**config.mk**
```make
export PLATFORM = sky130hd
export DESIGN_NAME = watchdog
export DESIGN_NICKNAME = d
export VERILOG_FILES = /design/src/rtl/radio_pkg.sv /design/src/rtl/watchdog.sv
export SDC_FILE = /design/constraint.sdc
export NUM_CORES = 1
export LEC_CHECK = 0
export ABC_AREA = 0
export BUFFER_PORTS_ARGS = -buffer_cell sky130_fd_sc_hd__buf_2
export CORE_MARGIN = 2
export CORE_UTILIZATION = 50
export DETAILED_ROUTE_END_ITERATION = 8
export PLACE_DENSITY = 0.82
export SLEW_MARGIN = 20
export SYNTH_ARGS = -nofsm -noshare
export SYNTH_HDL_FRONTEND = slang
export SYNTH_SLANG_ARGS = --single-unit
```
**constraint.sdc**
```tcl
create_clock -name clk -period 2.8 [get_ports clk]
set_clock_uncertainty 0.1 [all_clocks]
set_input_delay 0.56 -clock clk [delete_from_list [all_inputs] [get_ports clk]]
set_output_delay 0.56 -clock clk [all_outputs]
set_load 0.01 [all_outputs]
```
**src/rtl/radio_pkg.sv**
```systemverilog
// Shared constants for the AM radio FPGA datapath.
package radio_pkg;

    localparam int unsigned CLK_HZ             = 125_000_000;
    localparam int unsigned WDT_TIMEOUT_CYCLES = 125_000_000;
    localparam int unsigned WDT_WARN_CYCLES    = 100_000_000;
    localparam int unsigned WDT_COUNT_W        = 32;

endpackage : radio_pkg

```
**src/rtl/watchdog.sv**
```systemverilog
// Software-liveness watchdog: counts idle cycles between heartbeats, warns, then latches a trip
// that only a disable or reset can clear.
module watchdog
    import radio_pkg::*;
#(
    parameter int unsigned TIMEOUT_CYCLES = WDT_TIMEOUT_CYCLES,
    parameter int unsigned WARN_CYCLES    = WDT_WARN_CYCLES
) (
    input  logic                   clk,
    input  logic                   rstn,
    input  logic                   enable,
    input  logic                   heartbeat,
    output logic                   force_reset,
    output logic                   warning,
    output logic [WDT_COUNT_W-1:0] count
);

    localparam logic [WDT_COUNT_W-1:0] TIMEOUT_C = WDT_COUNT_W'(TIMEOUT_CYCLES);
    localparam logic [WDT_COUNT_W-1:0] WARN_C    = WDT_COUNT_W'(WARN_CYCLES);

    if ((WARN_CYCLES < 1) || (WARN_CYCLES >= TIMEOUT_CYCLES) || (TIMEOUT_CYCLES < 2))
    begin : g_bad_params
        $error("watchdog: require 1 <= WARN_CYCLES < TIMEOUT_CYCLES and TIMEOUT_CYCLES >= 2");
    end

    logic [WDT_COUNT_W-1:0] counter;
    logic                   triggered;
    logic [WDT_COUNT_W-1:0] inc_c;
    logic                   trip_c;
    logic                   warn_c;

    // Saturating increment; re-reaching the timeout while saturated is harmless since the trip is sticky.
    always_comb begin
        inc_c  = (counter == TIMEOUT_C) ? counter : counter + WDT_COUNT_W'(1);
        trip_c = (inc_c == TIMEOUT_C);
        warn_c = (inc_c >= WARN_C) && !trip_c && !triggered;
    end

    always_ff @(posedge clk or negedge rstn) begin
        if (!rstn) begin
            counter   <= '0;
            triggered <= 1'b0;
            warning   <= 1'b0;
        end else if (!enable) begin
            counter   <= '0;
            triggered <= 1'b0;
            warning   <= 1'b0;
        end else if (heartbeat) begin
            counter   <= '0;
            warning   <= 1'b0;
        end else begin
            counter   <= inc_c;
            warning   <= warn_c;
            if (trip_c) begin
                triggered <= 1'b1;
            end
        end
    end

    assign force_reset = triggered;
    assign count       = counter;

`ifdef FORMAL
    logic f_past_valid;

    always_ff @(posedge clk or negedge rstn) begin
        if (!rstn) begin
            f_past_valid <= 1'b0;
        end else begin
            f_past_valid <= 1'b1;
        end
    end

    always @(posedge clk) begin
        if (rstn) begin
            a_exclusive : assert (!(warning && force_reset));
            a_bounded   : assert (count <= TIMEOUT_C);
            if (f_past_valid && $past(rstn) && $past(enable) && enable) begin
                a_sticky : assert (!($past(force_reset) && !force_reset));
            end
        end
    end
`endif

endmodule : watchdog

```
==> summary.txt <==
Status
  – Outcome: finished clean

Clocking
  – CTS root buf: clkbuf_8
  – Maximum clock insertion buffer count: 2
  – Post-CTS Hold Fix Bufs: 0
  – CTS tree: yes
  – Clock Latency Late Sink: 290 ps
  – Inserted Clock Buffers: 5
  – Clk slew on worst S/H paths: approximately 70 ps
  – H-tree depth: 2
  – CTS Sinks: 34

Die
  – Placeable Area: 4060 µm²
  – Initial Utilization: between 50% and 60%
  – Cell Rows: 23
  – Die area: approximately 4800 µm²
  – Die Ht: a little under 70 µm
  – IO Pins: 38
  – Die X: around 69 µm

Power
  – Pwr/cell area: roughly 320 nW/µm²
  – Final total power: about 880 µW
  – Static Leak: 1.23 nW
  – Peak supply drop: 231 µV

Layout
  – Ant diodes: 0
  – Final Util: between 60% and 70%
  – Finished Layout Cells: 359
  – Synth-to-Final Area Change: 29.4%
  – Final net count: between 300 and 400
  – # fillers: about 320
  – Layout cell share with drive strength beyond 1: 31.1%

STA
  – WHS: approximately 240 ps
  – Worst-margin pin slew: roughly 750 ps
  – Max Slew Vio Count: 0
  – Slew margin rel.: around half
  – Setup tns final: 0 ps
  – Crit share post-route: between 90% and 100%
  – Fmax: between 300 and 400 MHz
  – Hold violation count in the final report: 0
  – Finish-stage setup viols: 0
  – Min cycle time layout: roughly 2800 ps

Synth
  – Gate Count Post-Synth: between 200 and 250
  – Yosys warns: 0
  – Unique masters post-synth: 40
  – Cell Area, Synth: 2130 µm²
  – Syn Nets: approximately 250
  – Synth async-reset ratio: between 90% and 100%
  – Synthesized area per cell: ~8.6 µm²
  – Post-synth EDFFs: 0
  – Yosys reg bits: 34
  – Sequential area share after synthesis: 40.0%
  – Dominant synthesized flop cell: dfrtp_1

Setup path
  – CP Class: flip-flop to flip-flop
  – Worst setup EP type: flip-flop
  – CP Max Fanout: 5
  – Buffers and inverters on the worst path: 0
  – CP Launch Type: flip-flop
  – Critical-path top delay cell: or4b_4
  – CP max stage delay: about 570 ps
  – Worst EP required: 2880 ps
  – WP data arrival: between 2000 and 3000 ps
  – CP top delay family: simple AND/OR/NAND/NOR gates
  – Crit-path cells: and3_4 > nand4_1 > or4_4 > o32ai_2 > a31oi_1 > or4b_4 > nand4bb_4 > o211a_1

Global routing
  – Busiest grt layer: met2
  – First-pass GRT wire length: roughly 9200 µm
  – Gr ovfl total: 0
  – Antenna violations before repair: 0
  – Largest net degree at the start of global routing: 35
  – Total GRT Usage: a little under a quarter
  – GRT met2 Usage: 38.0%
  – GR Layer Usage met1: about a third
  – Number of global-route vias before repair: between 2000 and 2500
  – Met3 GRT Util: 4.80%

Routing
  – DR pass1 iterations: 5
  – # DRC: 0
  – WL/cell: 16.0 µm
  – Iter 0 DRT Violations: ~140
  – Routed WL: about 5800 µm
  – Via-to-Cell Ratio: 6.06
  – Post-route ant nets: 0
  – Total vias in the final route: ~2200

Run
  – Max-cap violations: 0

Place
  – Detailed Place HPWL: ~4100 µm
  – IO buf count: 37
  – RD Place Congestion: between 0.9 and 1
  – Placed Instances: ~350

Min path
  – Type of the most critical hold path: primary input to async pin
[power breakdown]
group	switching, mW	internal, mW
logic	0.0252	0.00991
registers	0.00182	0.493
clock network	0.162	0.189
[cells by family (layout without fill, tap and decap cells)]
| family | after synthesis | after routing | share of synthesized area, % |
|---|---|---|---|
| buf+inv | 22 | 83 | 4.24 |
| mux | 1 | 1 | 0.471 |
| flops | 34 | 34 | 40.0 |
| compound gates | 23 | 23 | 7.36 |
| fa+ha+maj | 2 | 2 | 1.18 |
| simple gates | 137 | 137 | 34.8 |
| xor+xnor | 29 | 29 | 11.9 |
[registers in the layout, summed over array words and instances (netlist names)]
register / count
count: 32
force_reset: 1
warning: 1
[cells in the mapped netlist, drive strengths merged, types with 2 or more instances]
master,instances,area (µm²)
nand4,15,93.8
a2111oi,2,23.8
and3,3,18.8
and4,4,35.0
buf,6,30.0
dfrtp,34,851
nand2,19,71.3
nor3,9,45.0
nor3b,5,37.5
nor4,3,25.0
nand2b,2,12.5
a31oi,2,12.5
nor2b,3,18.8
ha,2,25.0
nor4b,7,61.3
nor2,43,161
o21ai,6,30.0
xor2,12,105
a21oi,5,25.0
xnor2,17,149
nand3,12,60.1
or4,6,45.0
or2,2,12.5
o31ai,2,15.0
inv,7,26.3
clkbuf,9,33.8
[stage by stage]
stage,setup slack [ps],instance area (µm²)
2_1_floorplan,-78.9,2180
3_3_place_gp,24.1,2550
3_5_place_dp,-66.7,2550
4_1_cts,29.9,2680
5_1_grt,-67.4,2750
6_report,34.2,2750
[what timing repair did]
action,CTS,global route
pin swaps,0,6
gates resized for setup,3,11
setup buffers,2,2
endpoints found under the setup margin,2,2
gates cloned,0,0
[area by class of cell]
cell class / count / area (µm²) / area share (%)
clock buffers: 6 / 82.6 / 3.00
inverters: 7 / 26.3 / 0.955
multi-input cells: 192 / 1290 / 47.1
flip-flops and latches: 34 / 851 / 30.9
well taps: 50 / 62.6 / 2.27
repair buffers: 70 / 433 / 15.7
[metal layers]
metal  vias up  wire length, µm
met3        19              458
li1        999                -
met2       114             2780
met4         0              166
met1      1043             2340
met5         -                0
[path summary, 6_finish.rpt]
check	start	to	slack, ps	cells past startpoint
max	count[1]	warning	30	8
min	rstn	count[29]	240	1
max reg2reg	count[1]	warning	30	8
min reg2reg	force_reset	force_reset	460	2
max in group asynchronous	rstn	count[12]	1880	1
min in group clk	enable	force_reset	420	3
[cell usage in the layout (no fill, tap or decap), types with 2 or more instances in the layout]
| cell | netlist | layout |
|---|---|---|
| nor2b_1 | 3 | 3 |
| nand3_1 | 12 | 11 |
| xor2_1 | 12 | 12 |
| nand4_1 | 15 | 15 |
| inv_1 | 7 | 7 |
| nand2_1 | 19 | 18 |
| nor4b_1 | 7 | 5 |
| nor4_1 | 2 | 2 |
| nor3_1 | 9 | 8 |
| a21oi_1 | 5 | 4 |
| a31oi_1 | 2 | 2 |
| nand2b_1 | 2 | 2 |
| nor4b_2 | 0 | 2 |
| and3_1 | 3 | 2 |
| dfrtp_1 | 34 | 34 |
| xnor2_1 | 17 | 16 |
| nor2_1 | 43 | 42 |
| o21ai_0 | 5 | 5 |
| buf_2 | 6 | 37 |
| nor3b_1 | 5 | 5 |
| buf_4 | 0 | 33 |
| clkbuf_8 | 0 | 6 |
| or4_4 | 0 | 2 |
| and4_1 | 4 | 4 |
| or4_1 | 6 | 4 |
| ha_1 | 2 | 2 |
No activity file was read; power rests on OpenSTA's default activity.
